### src/rtl/timer_counter.sv
// Purpose : one-second time base plus BCD mm:ss counter (up, down, set mode) with a sticky time-up flag.
// Latency : digits change on the tick edge; set-mode demands reach the digits on the 2nd clk edge.
// Backpressure: none; strobe driven, outputs are registered levels plus a one-cycle tick pulse.
//
// Ports:
//   clk, rst_n                     system clock, async active-low reset
//   enableCounter                  1 = run (prescaler counts), 0 = stopped / set mode
//   forward                        1 = count up, 0 = count down (sampled on each tick)
//   resetTimer                     synchronous clear of digits, prescaler and timeUp
//   segDemand, minDemand           set-mode requests, act on their rising edges
//   secUnits/secTens/minUnits/minTens  BCD mm:ss for the digit renderer
//   tick                           one-cycle pulse per second of enabled time
//   timeUp                         sticky flag, raised when a down-count sits at 00:00
module timer_counter #(
    parameter int TICK_DIV = 100_000_000,
    parameter int DIV_W    = 27
) (
    input  logic       clk,
    input  logic       rst_n,
    input  logic       enableCounter,
    input  logic       forward,
    input  logic       resetTimer,
    input  logic       segDemand,
    input  logic       minDemand,
    output logic [3:0] secUnits,
    output logic [3:0] secTens,
    output logic [3:0] minUnits,
    output logic [3:0] minTens,
    output logic       tick,
    output logic       timeUp
);

    localparam logic [DIV_W-1:0] DIV_LAST = DIV_W'(TICK_DIV - 1);

    logic [DIV_W-1:0] div;
    logic             wrap;

    // One registered copy of each demand for edge detection, plus a registered
    // edge pulse; the pulse register is what gives the two-edge set latency.
    logic seg_q, min_q;
    logic seg_p, min_p;

    logic [3:0] up_su, up_st, up_mu, up_mt;
    logic [3:0] dn_su, dn_st, dn_mu, dn_mt;
    logic [3:0] set_su, set_st, set_mu, set_mt;
    logic       is_zero, dn_zero, set_nz;

    assign wrap    = (div == DIV_LAST);
    assign is_zero = (secUnits == 4'd0) && (secTens == 4'd0) &&
                     (minUnits == 4'd0) && (minTens == 4'd0);
    assign dn_zero = (dn_su == 4'd0) && (dn_st == 4'd0) &&
                     (dn_mu == 4'd0) && (dn_mt == 4'd0);
    assign set_nz  = (set_su != 4'd0) || (set_st != 4'd0) ||
                     (set_mu != 4'd0) || (set_mt != 4'd0);

    // BCD increment with full carry chain; 59:59 rolls to 00:00.
    always_comb begin
        up_su = secUnits + 4'd1;
        up_st = secTens;
        up_mu = minUnits;
        up_mt = minTens;
        if (secUnits == 4'd9) begin
            up_su = 4'd0;
            up_st = secTens + 4'd1;
            if (secTens == 4'd5) begin
                up_st = 4'd0;
                up_mu = minUnits + 4'd1;
                if (minUnits == 4'd9) begin
                    up_mu = 4'd0;
                    up_mt = (minTens == 4'd5) ? 4'd0 : minTens + 4'd1;
                end
            end
        end
    end

    // BCD decrement with full borrow chain; only used when the count is nonzero.
    always_comb begin
        dn_su = secUnits - 4'd1;
        dn_st = secTens;
        dn_mu = minUnits;
        dn_mt = minTens;
        if (secUnits == 4'd0) begin
            dn_su = 4'd9;
            dn_st = secTens - 4'd1;
            if (secTens == 4'd0) begin
                dn_st = 4'd5;
                dn_mu = minUnits - 4'd1;
                if (minUnits == 4'd0) begin
                    dn_mu = 4'd9;
                    dn_mt = (minTens == 4'd0) ? 4'd5 : minTens - 4'd1;
                end
            end
        end
    end

    // Set mode: seconds and minutes each wrap 59 -> 00 independently, no carry.
    always_comb begin
        set_su = secUnits;
        set_st = secTens;
        set_mu = minUnits;
        set_mt = minTens;
        if (seg_p) begin
            if (secUnits == 4'd9) begin
                set_su = 4'd0;
                set_st = (secTens == 4'd5) ? 4'd0 : secTens + 4'd1;
            end else begin
                set_su = secUnits + 4'd1;
            end
        end
        if (min_p) begin
            if (minUnits == 4'd9) begin
                set_mu = 4'd0;
                set_mt = (minTens == 4'd5) ? 4'd0 : minTens + 4'd1;
            end else begin
                set_mu = minUnits + 4'd1;
            end
        end
    end

    always_ff @(posedge clk or negedge rst_n) begin
        if (!rst_n) begin
            div      <= '0;
            seg_q    <= 1'b0;
            min_q    <= 1'b0;
            seg_p    <= 1'b0;
            min_p    <= 1'b0;
            secUnits <= 4'd0;
            secTens  <= 4'd0;
            minUnits <= 4'd0;
            minTens  <= 4'd0;
            tick     <= 1'b0;
            timeUp   <= 1'b0;
        end else begin
            // Edge trackers always follow the inputs. Edges seen during a clear
            // or while running are dropped so they cannot act a cycle later.
            seg_q <= segDemand;
            min_q <= minDemand;
            seg_p <= segDemand & ~seg_q & ~resetTimer & ~enableCounter;
            min_p <= minDemand & ~min_q & ~resetTimer & ~enableCounter;

            if (resetTimer) begin
                div      <= '0;
                secUnits <= 4'd0;
                secTens  <= 4'd0;
                minUnits <= 4'd0;
                minTens  <= 4'd0;
                tick     <= 1'b0;
                timeUp   <= 1'b0;
            end else if (enableCounter) begin
                tick <= wrap;
                if (wrap) begin
                    div <= '0;
                    if (forward) begin
                        secUnits <= up_su;
                        secTens  <= up_st;
                        minUnits <= up_mu;
                        minTens  <= up_mt;
                        timeUp   <= 1'b0;
                    end else if (is_zero) begin
                        // Saturated at 00:00: count holds, flag (re)asserts.
                        timeUp <= 1'b1;
                    end else begin
                        secUnits <= dn_su;
                        secTens  <= dn_st;
                        minUnits <= dn_mu;
                        minTens  <= dn_mt;
                        if (dn_zero) begin
                            timeUp <= 1'b1;
                        end
                    end
                end else begin
                    div <= div + 1'b1;
                end
            end else begin
                // Stopped: prescaler holds so a partial second is kept.
                tick <= 1'b0;
                if (seg_p || min_p) begin
                    secUnits <= set_su;
                    secTens  <= set_st;
                    minUnits <= set_mu;
                    minTens  <= set_mt;
                    if (set_nz) begin
                        timeUp <= 1'b0;
                    end
                end
            end
        end
    end

endmodule

### config.mk
export PLATFORM = sky130hd
export DESIGN_NAME = timer_counter
export DESIGN_NICKNAME = d
export VERILOG_FILES = /design/src/rtl/timer_counter.sv
export SDC_FILE = /design/constraint.sdc
export NUM_CORES = 1
export LEC_CHECK = 0
export BUFFER_PORTS_ARGS = -buffer_cell sky130_fd_sc_hd__buf_4
export CORE_UTILIZATION = 50
export DETAILED_ROUTE_END_ITERATION = 16
export PLACE_DENSITY = 0.68
export REMOVE_ABC_BUFFERS = 1
export SLEW_MARGIN = 20
export SYNTH_ARGS = -nofsm -noshare
export SYNTH_HDL_FRONTEND = slang
export SYNTH_SLANG_ARGS = --single-unit
### constraint.sdc
create_clock -name clk -period 2.25 [get_ports clk]
set_clock_uncertainty 0.15 [all_clocks]
set_input_delay 0.1125 -clock clk [delete_from_list [all_inputs] [get_ports clk]]
set_output_delay 0.1125 -clock clk [all_outputs]
set_load 0.05 [all_outputs]
After elaboration in Yosys (flattened, before gate mapping)
Cells that the tools add are included.
{"block": "classes", "add_sub_neg": 9, "n_mul": 0, "n_div": 0, "magnitude_cmp": 0, "n_eq_ne": 10, "shift": 0, "mux": 61, "bitwise": 10, "reduce_logical": 28}
{"op": "$mux W4", "count": 48}
{"op": "$mux W27", "count": 3}
{"op": "$logic_not A4 Y1", "count": 8}
{"op": "$add A27 B1 Y27 const B", "count": 1}
{"op": "$eq A27 B27 Y1 const B", "count": 1}
{"op": "$add A4 B1 Y4 const B", "count": 4}
{"op": "$reduce_bool A4 Y1", "count": 4}
{"op": "$sub A4 B1 Y4 const B", "count": 4}
{"op": "$mux W1", "count": 10}
{"op": "$eq A4 B3 Y1 const B", "count": 2}
{"op": "$eq A4 B4 Y1 const B", "count": 2}
{"op": "$ne A4 B2 Y1 const B", "count": 2}
{"op": "$and A1 B1 Y1", "count": 6}
{"op": "$logic_and A1 B1 Y1", "count": 6}
{"op": "$reduce_bool A3 Y1", "count": 2}
{"op": "$ne A5 B1 Y1 const B", "count": 1}
{"op": "$reduce_and A5 Y1", "count": 1}
{"op": "$logic_or A1 B1 Y1", "count": 4}
{"op": "$ne A4 B4 Y1 const B", "count": 1}
{"op": "$not A1 Y1", "count": 4}
{"op": "$reduce_and A4 Y1", "count": 1}
{"op": "$ne A3 B1 Y1 const B", "count": 1}
{"op": "$reduce_and A3 Y1", "count": 1}
{"op": "$reduce_bool A2 Y1", "count": 1}
{"block": "word_totals", "reg_bits": 49, "latchBits": 0, "ram_bits": 0, "rom_bits": 0, "out_inout_bits": 18, "wordCells": 129, "n_memories": 0}

Logic depth before layout (Yosys ltp)
Gate-level depths: netlist of the first run.
{"block": "logic_depth", "word_depth": 13, "mapped_depth": 9, "mapped_depth_nobuf": 7}

Worst setup path before layout of the first run
OpenSTA, ideal clock, no wires.
{"block": "synth_timing", "path_type": "flip-flop to flip-flop", "from": "register secTens[0]", "to": "register minUnits[0]", "setup_ps": 126, "t_arrival_ps": 2064, "path_slack_ps": -90, "stages_incl_launch_ff": 7, "n_path_buf": 1, "path_cell_list": "dfrtp_1 > and4bb_4 > a311oi_1 > a311oi_2 > nand2_1 > buf_6 > a221o_1"}
{"block": "synth_via", "elab_chain_cells": 8, "word_cells_on_any_way": 15}
{"element": "start: declaration", "line": "26", "text": "output logic [3:0] secTens,"}
{"element": "start signal: assignment", "line": "155", "text": "secTens <= up_st;"}
{"element": "start signal: assignment", "line": "164", "text": "secTens <= dn_st;"}
{"element": "start signal: assignment", "line": "179", "text": "secTens <= set_st;"}
{"element": "$logic_not A4 Y1", "line": "49, 85"}
{"element": "$mux W4", "line": "85", "text": "if (secTens == 4'd0) begin"}
{"element": "$mux W4", "line": "82", "text": "if (secUnits == 4'd0) begin"}
{"element": "$mux W4", "line": "159", "text": "end else if (is_zero) begin"}
{"element": "$mux W4", "line": "153", "text": "if (forward) begin"}
{"element": "$mux W4", "line": "151", "text": "if (wrap) begin"}
{"element": "$mux W4", "line": "149", "text": "end else if (enableCounter) begin"}
{"element": "$mux W4", "line": "141", "text": "if (resetTimer) begin"}
{"element": "end signal: assignment", "line": "156", "text": "minUnits <= up_mu;"}
{"element": "end signal: assignment", "line": "165", "text": "minUnits <= dn_mu;"}
{"element": "end signal: assignment", "line": "180", "text": "minUnits <= set_mu;"}
{"element": "end: declaration", "line": "27", "text": "output logic [3:0] minUnits,"}
Several ways; a longest one is shown, not always the timed one. The select of a mux whose other input is x is not followed.
A chain may end at the register's enable or synchronous reset.

Worst setup path in the final report of the first run
{"block": "layout_timing", "from": "input resetTimer", "to": "register secTens[0]"}
{"block": "layout_via", "elab_chain_cells": 2, "word_cells_on_any_way": 5}
{"element": "start: declaration", "line": "22", "text": "input logic resetTimer,"}
{"element": "$ne A4 B4 Y1 (no source line), or another cell as far along"}
{"element": "$reduce_and A3 Y1 (no source line)"}
Several ways; a longest one is shown, not always the timed one.

==> results of run 1 <==
[stage by stage]
| stage | utilization | cell area (sq um) | total power [mW] |
|---|---|---|---|
| after global routing | 0.6324 | 4392 | 2.864 |
| after CTS | 0.6178 | 4290 | 2.686 |
| after detailed placement | 0.6000 | 4167 | 2.163 |
| after floorplan | - | 3482 | 1.738 |
| after global placement | 0.6000 | 4167 | 2.147 |
| final | 0.6324 | 4392 | 2.708 |
[final cells by class]
class / instances / area [sq um]
Fill cell: 617 / 2552
Timing Repair Buffer: 83 / 640.6
Inverter: 3 / 11.26
Sequential cell: 49 / 1229
Clock inverter: 1 / 7.507
Multi-Input combinational cell: 366 / 2307
Tap cell: 96 / 120.1
Clock buffer: 7 / 76.32
[metal layers]
layer,wire [um],up-vias,track usage
li1,-,1814,-
met1,4289,1786,0.3552
met2,4785,100,0.4510
met3,407,13,0.03205
met4,114,0,0.05812
met5,0,-,0
[worst min-delay path by stage]
stage / from / end / slack (ns) / depth (start not counted)
global placement: rst_n / secUnits[0] / 0.03 / 1
global route: enableCounter / secUnits[0] / 0.13 / 3
CTS: enableCounter / secUnits[0] / 0.10 / 3
finish: enableCounter / secUnits[0] / 0.1 / 3
detailed placement: rst_n / secUnits[0] / 0.03 / 1
floorplan: rst_n / div[0] / -0.33 / 0
[cells in the mapped netlist, types with 6 or more instances]
| cell | count |
|---|---|
| o21ai_0 | 58 |
| dfrtp_1 | 49 |
| nand2_1 | 47 |
| nor2_1 | 37 |
| a21oi_1 | 21 |
| clkbuf_1 | 20 |
| nor3_1 | 20 |
| nand3_1 | 15 |
| a31oi_1 | 14 |
| nand4_1 | 13 |
| nand2b_1 | 10 |
| nor2b_1 | 10 |
| o31ai_1 | 10 |
| and3_1 | 9 |
| buf_1 | 9 |
| a211oi_1 | 6 |
[layout by cell type, fill, tap and decap left out, types with 3 or more instances in the layout]
cell type,count
dfrtp_1,47
a21oi_1,21
dlygate4sd3_1,4
a41oi_1,3
o41ai_2,4
or3_1,5
nor2_1,37
nor2b_1,9
o31ai_1,10
or2_2,3
nor3b_1,5
xnor2_1,3
a311oi_1,4
a31oi_1,14
nand2_1,46
a211oi_1,6
inv_1,3
a221oi_1,4
o21ai_1,3
and2_1,5
o21ai_0,57
and3_1,9
xor2_1,5
clkbuf_8,5
nor3_1,20
nand2b_1,10
nand4_1,13
o22ai_1,5
nand3_1,15
buf_4,78
or4_1,3
[cells by family (layout without fill, tap and decap cells)]
group,count (synthesis),count (layout),share of synthesized area
compound gates,154,154,0.2784
xor+xnor,8,8,0.01911
fa+ha+maj,1,1,0.003411
buf+inv,42,94,0.05356
flops,49,49,0.3344
mux,1,1,0.002730
simple gates,202,202,0.3084
[tightest hold or removal path, cell delays in order]
cell and delay [ns]:
buf_4 0.18, o21ai_0 0.16, o21ai_1 0.06
[flip-flops by register name (all words and copies together) (netlist names)]
signal,count
secUnits,4
min_q,1
div,27
minTens,4
seg_q,1
minUnits,4
min_p,1
seg_p,1
secTens,4
timeUp,1
tick,1
[where the power goes]
group          internal (mW)  switching, mW  total [mW]
registers              0.937         0.0645        1.00
logic                  0.452          0.737        1.19
clock network          0.221          0.296       0.517
total                   1.61           1.10        2.71
[repair_timing]
action                     CTS  global route
setup endpoints to repair    1            30
hold endpoints to repair    56             0
pin swaps                    0             4
gates resized for setup      0            14
hold buffers                 4             0
buffers inserted             0             5
==> impl_metrics.env, run 1 <==
export IMPL_layout_drive_gt1_share=0.2279
export IMPL_dp_slack_ns=0.01473
export IMPL_clk_path_buf_depth=2
export IMPL_clock_latency_ns=0.30
export IMPL_final_nets=516
export IMPL_via_count=3713
export IMPL_cts_buffers=5
export IMPL_status="finished, final reports clean"
export IMPL_r2r_start="minUnits[2]"
export IMPL_synth_edf_count=0
export IMPL_start_kind="primary input"
export IMPL_clk_pin_slew_ns=0.09
export IMPL_finalMaxSlewViolations=0
export IMPL_path_cells="dlygate4sd3_1 -> buf_4 -> or2_2 -> nor3_1 -> a31oi_1 -> nand2_8 -> nor4_2 -> a221o_1"
export IMPL_final_cells=605
export IMPL_yosysWarnings=0
export IMPL_reg2reg_depth=6
export IMPL_antenna_left=0
export IMPL_grt_pass1_vias=3324
export IMPL_fin_crit_ns=2.200
export IMPL_synth_distinct_cells=67
export IMPL_core_sq_um=6944
export IMPL_worstPathRequired_ns=2.28
export IMPL_ctsRootBufferMaster="clkbuf_8"
export IMPL_period_share=0.9778
export IMPL_finalWorstSetupSlack_ns=0.05000
export IMPL_syn_to_final_growth_pct=19.75
export IMPL_path_buf_inv=2
export IMPL_max_stage_delay_ns=0.54
export IMPL_row_count=30
export IMPL_r2r_setup_slack_ns=0.06
export IMPL_synthCells=457
export IMPL_grt_ovfl_total=0
export IMPL_crit_arrival_ns=2.23
export IMPL_htreeDepth=2
export IMPL_fin_setup_tns_ns=0
export IMPL_slowest_stage="dlygate4sd3_1"
export IMPL_crit_family="simple AND/OR/NAND/NOR gates"
export IMPL_crit_cells=8
export IMPL_initial_core_util=0.5281
export IMPL_wirelength_um=9596
export IMPL_synth_top_cell_by_area="dfrtp_1"
export IMPL_fmax_mhz=454.5
export IMPL_vias_per_cell=6.137
export IMPL_hold_viol=0
export IMPL_chipWidth_um=87.64
export IMPL_yosys_register_bits=49
export IMPL_p_per_area_nw_per_um2=616.6
export IMPL_worst_hold_path_type="in2reg"
export IMPL_synthFlopType="dfrtp_1"
export IMPL_worstSetupPathType="in2reg"
export IMPL_wl_per_cell_um=15.86
export IMPL_gr_usage_all_layers=0.2622
export IMPL_remaining_drc_errors=0
export IMPL_grt_pass1_wl_um=16040
export IMPL_yosysSeqAreaShare=0.3344
export IMPL_cts_sinks=49
export IMPL_grt_max_degree=50
export IMPL_numPortBuffers=24
export IMPL_rsz0062_at_grt="yes"
export IMPL_avgSynthCellArea_sq_um=8.025
export IMPL_worstMarginPinSlew_ns=0.6430
export IMPL_antennaDiodeCount=0
export IMPL_whs_ns=0.09794
export IMPL_place_inst=588
export IMPL_async_flop_share=1.000
export IMPL_p_leak_nw=1.798
export IMPL_yosys_area_top_type_share=0.3344
export IMPL_drt_iter0_drc=217
export IMPL_gp_congestion=0.8667
export IMPL_io_pins=25
export IMPL_r2r_end="secTens[0]"
export IMPL_endpoint="secTens[0]"
export IMPL_dpl_hpwl_um=6774
export IMPL_antenna_found_initial=0
export IMPL_yosys_top_cells_area="dfrtp_1, o21ai_0, nand2_1, nor2_1, a21oi_1"
export IMPL_dr_pass1_iters=5
export IMPL_crit_start="resetTimer"
export IMPL_ir_drop_mv=0.2580
export IMPL_die_height_um=87.64
export IMPL_end_kind="register"
export IMPL_die_area_sq_um=7681
export IMPL_synth_area_sq_um=3667
export IMPL_tritoncts="done"
export IMPL_max_cap_viol_count=0
export IMPL_maxSlewHeadroom=0.5713
export IMPL_setup_violations=0
export IMPL_cp_max_fo=16
Power figures use the tool's default switching activity.
==> inputs of run 2 (changes only) <==
- PLACE_DENSITY: 0.68 -> 0.71
- SKIP_LAST_GASP: default -> 1
- clock period: 2.25 -> 2 ns (I/O delays scaled with it)
==> run 2 against run 1 <==
The flow now finishes with violations (negative setup slack); largest power group unchanged; critical endpoint is now minTens[1]; sequential share of layout area shrank 5.2 points; non-clock buffer count increased by 64; die area unchanged; via count grew 15%; final cell count is 11% higher; clock power up 44%; critical path type is now reg2reg; largest cell class unchanged.
==> impl_metrics.env, run 2 (synthesized netlist as in run 1, its figures left out) <==
export IMPL_clkPwrFrac=0.206
export IMPL_period_share=1.132
export IMPL_row_count=30
export IMPL_r2r_start="div[10]"
export IMPL_p_leak_nw=2.300
export IMPL_cp_max_fo=6
export IMPL_status="finished with violations"
export IMPL_via_count=4267
export IMPL_gp_congestion=0.9257
export IMPL_worstHoldPathCells=3
export IMPL_r2r_end="minTens[1]"
export IMPL_die_area_sq_um=7681
export IMPL_fill_cells=479
export IMPL_p_int_mw=2.215
export IMPL_numPortBuffers=24
export IMPL_vias_per_cell=6.378
export IMPL_cts_sinks=49
export IMPL_fmax_mhz=441.7
export IMPL_initial_core_util=0.5281
export IMPL_hold_path_endpoint="div[6]"
export IMPL_rsz0062_at_grt="yes"
export IMPL_worstPathRequired_ns=2.06
export IMPL_worstSetupPathType="reg2reg"
export IMPL_setup_violations=40
export IMPL_seq_power_share=0.311
export IMPL_final_nets=580
export IMPL_grtUsageMet1=0.3865
export IMPL_io_pins=25
export IMPL_grt_pass1_wl_um=18170
export IMPL_wl_per_cell_um=18.88
export IMPL_chipWidth_um=87.64
export IMPL_grt_use_met2=0.5284
export IMPL_fin_crit_ns=2.264
export IMPL_violations="negative setup slack"
export IMPL_syn_to_final_growth_pct=47.49
export IMPL_dp_slack_ns=-0.3070
export IMPL_ir_drop_mv=0.4517
export IMPL_clk_path_buf_depth=2
export IMPL_final_common_cell="buf_4"
export IMPL_crit_arrival_ns=2.32
export IMPL_wirelength_um=12630
export IMPL_maxSlewHeadroom=0.5062
export IMPL_top_register="div"
export IMPL_tritoncts="done"
export IMPL_max_cap_viol_count=0
export IMPL_p_per_area_nw_per_um2=671.0
export IMPL_p_sw_mw=1.414
export IMPL_remaining_drc_errors=0
export IMPL_cts_buffers=5
export IMPL_r2r_setup_slack_ns=-0.26
export IMPL_p_comb_frac=0.483
export IMPL_htreeDepth=2
export IMPL_worst_hold_path_type="in2reg"
export IMPL_reg2reg_depth=7
export IMPL_end_kind="register"
export IMPL_final_util=0.7789
export IMPL_worstMarginPinSlew_ns=0.7392
export IMPL_busiest_layer="met2"
export IMPL_antenna_left=0
export IMPL_clock_latency_ns=0.31
export IMPL_largest_reg_flops=27
export IMPL_switching_share=0.3896
export IMPL_start_kind="register"
export IMPL_clk_pin_slew_ns=0.09
export IMPL_antenna_found_initial=0
export IMPL_core_sq_um=6944
export IMPL_hold_viol=0
export IMPL_die_height_um=87.64
export IMPL_ctsRootBufferMaster="clkbuf_8"
export IMPL_holdCritStartpoint="resetTimer"
export IMPL_whs_ns=0.04456
export IMPL_grt_ovfl_total=0
export IMPL_dr_pass1_iters=5
export IMPL_antennaDiodeCount=0
export IMPL_finalMaxSlewViolations=0
export IMPL_dpl_hpwl_um=7516
export IMPL_final_cell_mix="buf_4, dfrtp_1, nand2_1"
export IMPL_grt_max_degree=50
export IMPL_grt_pass1_vias=3799
export IMPL_gr_usage_all_layers=0.3060
export IMPL_finalWorstSetupSlack_ns=-0.2642
export IMPL_drt_iter0_drc=305
export IMPL_grt_use_met3=0.04524
export IMPL_layout_drive_gt1_share=0.4171
-- run 2: changes by cell type in the layout (fill, tap and decap cells not counted), moves of 4 or more --
cell     change
o21ai_2     +14
nand2_1      -9
nand2_2      +7
o21ai_1     +22
buf_6       +12
o21ai_0     -38
a21oi_1      -4
buf_4       +45
-- run 2: per-stage QoR --
step | std cells | area, sq um | TNS, ns | power, mW
floorplan | 418 | 3482 | -29.27 | 1.956
global placement | 623 | 4429 | -4.446 | 2.478
detailed placement | 623 | 4429 | -7.933 | 2.504
CTS | 647 | 4817 | -3.109 | 3.344
global route | 669 | 5409 | -9.071 | 3.787
finish | 669 | 5409 | -6.727 | 3.629
-- run 2: timing repair --
| item | in CTS | in global routing |
|---|---|---|
| hold endpoints to repair | 53 | 0 |
| pin swaps | 11 | 42 |
| endpoints found under the setup margin | 40 | 40 |
| hold buffers | 3 | 0 |
| setup buffers | 11 | 22 |
| gates cloned | 2 | 2 |
| gates resized for setup | 23 | 125 |
-- run 2: routing by layer --
layer / vias to the layer above / share of wire / wire length, um
met5: - / 0 / 0
met4: 0 / 0.028 / 354
met3: 39 / 0.059 / 746
met2: 204 / 0.51 / 6480
met1: 2080 / 0.40 / 5050
li1: 1944 / - / -
-- run 2: final cells by class --
type,count,area [sq um],area share
clock buffers,7,86.33,0.01596
well taps,96,120.1,0.02221
repair buffers,147,1274,0.2355
flip-flops and latches,49,1230,0.2274
clock inverters,1,30.03,0.005552
multi-input cells,366,2658,0.4913
inverters,3,11.26,0.002082
-- run 2: power by group through the flow --
| stage | clock network (mW) | logic (mW) | registers, mW |
|---|---|---|---|
| 3_5_place_dp | 0 | 1.36 | 1.14 |
| 3_3_place_gp | 0 | 1.34 | 1.14 |
| 4_1_cts | 0.756 | 1.47 | 1.12 |
| 6_report | 0.747 | 1.75 | 1.13 |
| 5_1_grt | 0.791 | 1.86 | 1.13 |
| 2_1_floorplan | 0 | 0.507 | 1.45 |
-- run 2: worst max-delay path, cell delays in order (launching register included) --
cell      delay (ns)
dfrtp_1         0.41
nor4bb_2        0.35
nand4_2         0.18
o31ai_4         0.32
buf_6           0.17
nand2_4         0.06
buf_8           0.16
o41ai_4         0.35
-- run 2: how the worst max path moves through the flow --
stage | cells after the start | start | slack [ns] | endpoint
after detailed placement | 7 | div[10] | -0.31 | div[22]
after floorplan | 5 | div[19] | -1.24 | minUnits[0]
final | 7 | div[10] | -0.26 | minTens[1]
after global routing | 9 | div[10] | -0.32 | div[26]
after CTS | 7 | minUnits[2] | -0.15 | minUnits[0]
after global placement | 7 | div[11] | -0.17 | div[22]
==> inputs of run 3 (changes only) <==
- SKIP_LAST_GASP: 1 -> default
==> run 3 against run 2 <==
The run still ends with negative setup slack left; sequential share of layout area is essentially flat; final cell count is the same; combinational power is essentially flat; die area is the same; non-clock buffer count is the same; critical path depth grew 2; power grew 0.12%; routed wire length grew 0.18%; global-route usage is essentially flat; register-to-register slack is essentially flat; setup slack lost 0.0021 ns; sequential power is essentially flat.
==> impl_metrics.env, run 3 (synthesized netlist as in run 1, its figures left out) <==
export IMPL_status="finished with violations"
export IMPL_violations="negative setup slack"
export IMPL_vias_per_cell=6.395
export IMPL_worstPathRequired_ns=2.04
export IMPL_p_per_area_nw_per_um2=670.8
export IMPL_setup_violations=40
export IMPL_placed_area_sq_um=4429
export IMPL_fill_cells=480
export IMPL_die_height_um=87.64
export IMPL_end_kind="register"
export IMPL_final_util=0.7800
export IMPL_slowest_stage="dfrtp_1"
export IMPL_row_count=30
export IMPL_wirelength_um=12660
export IMPL_remaining_drc_errors=0
export IMPL_start_kind="register"
export IMPL_final_common_cell="buf_4"
export IMPL_seq_power_share=0.310
export IMPL_final_cell_mix="buf_4, dfrtp_1, nand2_1"
export IMPL_finalMaxSlewViolations=0
export IMPL_via_count=4278
export IMPL_core_sq_um=6944
export IMPL_clock_latency_ns=0.31
export IMPL_dpl_hpwl_um=7516
export IMPL_worstSetupPathType="reg2reg"
export IMPL_htreeDepth=2
export IMPL_reg2reg_depth=9
export IMPL_syn_to_final_growth_pct=47.70
export IMPL_drt_iter0_drc=292
export IMPL_antenna_left=0
export IMPL_cts_sinks=49
export IMPL_multi_input_area_sq_um=2661
export IMPL_antennaDiodeCount=0
export IMPL_top_register="div"
export IMPL_cp_max_fo=6
export IMPL_wl_per_cell_um=18.92
export IMPL_p_int_mw=2.216
export IMPL_period_share=1.133
export IMPL_worstHoldPathCells=3
export IMPL_crit_cells=9
export IMPL_register_area_sq_um=1230
export IMPL_crit_family="simple AND/OR/NAND/NOR gates"
export IMPL_grt_pass1_vias=3792
export IMPL_dr_pass1_iters=6
export IMPL_chipWidth_um=87.64
export IMPL_die_area_sq_um=7681
export IMPL_switching_share=0.3900
export IMPL_gr_usage_all_layers=0.3062
export IMPL_ctsRootBufferMaster="clkbuf_8"
export IMPL_p_sw_mw=1.417
export IMPL_worst_hold_path_type="in2reg"
export IMPL_rsz0062_at_grt="yes"
export IMPL_largest_reg_flops=27
export IMPL_maxSlewHeadroom=0.5040
export IMPL_cp_common_cell="buf_6"
export IMPL_clk_path_buf_depth=2
export IMPL_hold_viol=0
export IMPL_p_comb_frac=0.483
export IMPL_postLayoutCellArea_sq_um=5416
export IMPL_fmax_mhz=441.3
export IMPL_p_leak_nw=2.301
export IMPL_grt_pass1_wl_um=18180
export IMPL_crit_arrival_ns=2.31
export IMPL_antenna_found_initial=0
export IMPL_grt_max_degree=50
export IMPL_fin_crit_ns=2.266
export IMPL_grt_ovfl_total=0
export IMPL_path_cells="nor4bb_2 -> nand4_2 -> o31ai_4 -> buf_6 -> nand2_4 -> buf_8 -> buf_6 -> nand2_1 -> o41ai_4"
export IMPL_cts_buffers=5
export IMPL_fin_setup_tns_ns=-6.839
export IMPL_path_buf_inv=3
export IMPL_numPortBuffers=24
export IMPL_gp_congestion=0.9257
export IMPL_final_nets=580
export IMPL_initial_core_util=0.5281
export IMPL_io_pins=25
export IMPL_layout_drive_gt1_share=0.4188
export IMPL_tritoncts="done"
export IMPL_max_stage_delay_ns=0.41
export IMPL_clk_pin_slew_ns=0.09
export IMPL_clkPwrFrac=0.206
export IMPL_max_cap_viol_count=0
export IMPL_finalWorstSetupSlack_ns=-0.2663
export IMPL_worstMarginPinSlew_ns=0.7424
export IMPL_ir_drop_mv=0.4519
-- run 3: cell counts in the layout (fill, tap and decap cells not counted) --
No cell type changed its count.
-- run 3: per-layer routing --
| layer | wire [um] | GRT usage | up-vias | share of wire |
|---|---|---|---|---|
| met5 | 0 | 0 | - | 0 |
| met3 | 758 | 0.04524 | 45 | 0.060 |
| met1 | 5061 | 0.3883 | 2087 | 0.40 |
| li1 | - | - | 1942 | - |
| met2 | 6435 | 0.5270 | 204 | 0.51 |
| met4 | 400 | 0.1207 | 0 | 0.032 |
-- run 3: what timing repair did --
item | 4_1_cts | 5_1_grt
setup buffers | 11 | 22
endpoints found under the setup margin | 40 | 40
gates cloned | 2 | 2
hold buffers | 3 | 0
endpoints found under the hold margin | 53 | 0
pin swaps | 11 | 42
resized for setup | 24 | 126
-- run 3: stage by stage --
step	std cells	hold slack, ns	setup WS (ns)	total power, mW
finish	669	0.04160	-0.2663	3.634
global route	669	0.04969	-0.3189	3.788
CTS	647	0.01128	-0.1471	3.344
detailed placement	623	0.009779	-0.3070	2.504
global placement	623	0.01340	-0.1747	2.478
floorplan	418	-0.3456	-1.236	1.956
-- run 3: path summary, 6_finish.rpt --
check	to	start	slack, ns
max	minTens[1]	div[10]	-0.27
min	secUnits[0]	enableCounter	0.04
max reg2reg	minTens[1]	div[10]	-0.27
min reg2reg	min_p	min_q	0.26
max in group asynchronous	secTens[1]	rst_n	1.03
min in group asynchronous	secUnits[1]	rst_n	0.20
-- run 3: cell type report --
cell class / count / area share
multi-input cells: 366 / 0.4913
repair buffers: 147 / 0.2359
flip-flops and latches: 49 / 0.2271
well taps: 96 / 0.02218
clock buffers: 7 / 0.01594
clock inverters: 1 / 0.005544
inverters: 3 / 0.002079
-- run 3: tightest hold or removal path, cell delays in order --
cell and delay [ns]:
buf_4 0.16, o21ai_0 0.09, o21ai_1 0.11
-- run 3: power groups by stage --
stage / Sequential (mW) / Clock [mW] / Combinational, mW
floorplan: 1.45 / 0 / 0.507
global placement: 1.14 / 0 / 1.34
detailed placement: 1.14 / 0 / 1.36
CTS: 1.12 / 0.756 / 1.47
global route: 1.13 / 0.791 / 1.86
finish: 1.13 / 0.749 / 1.76
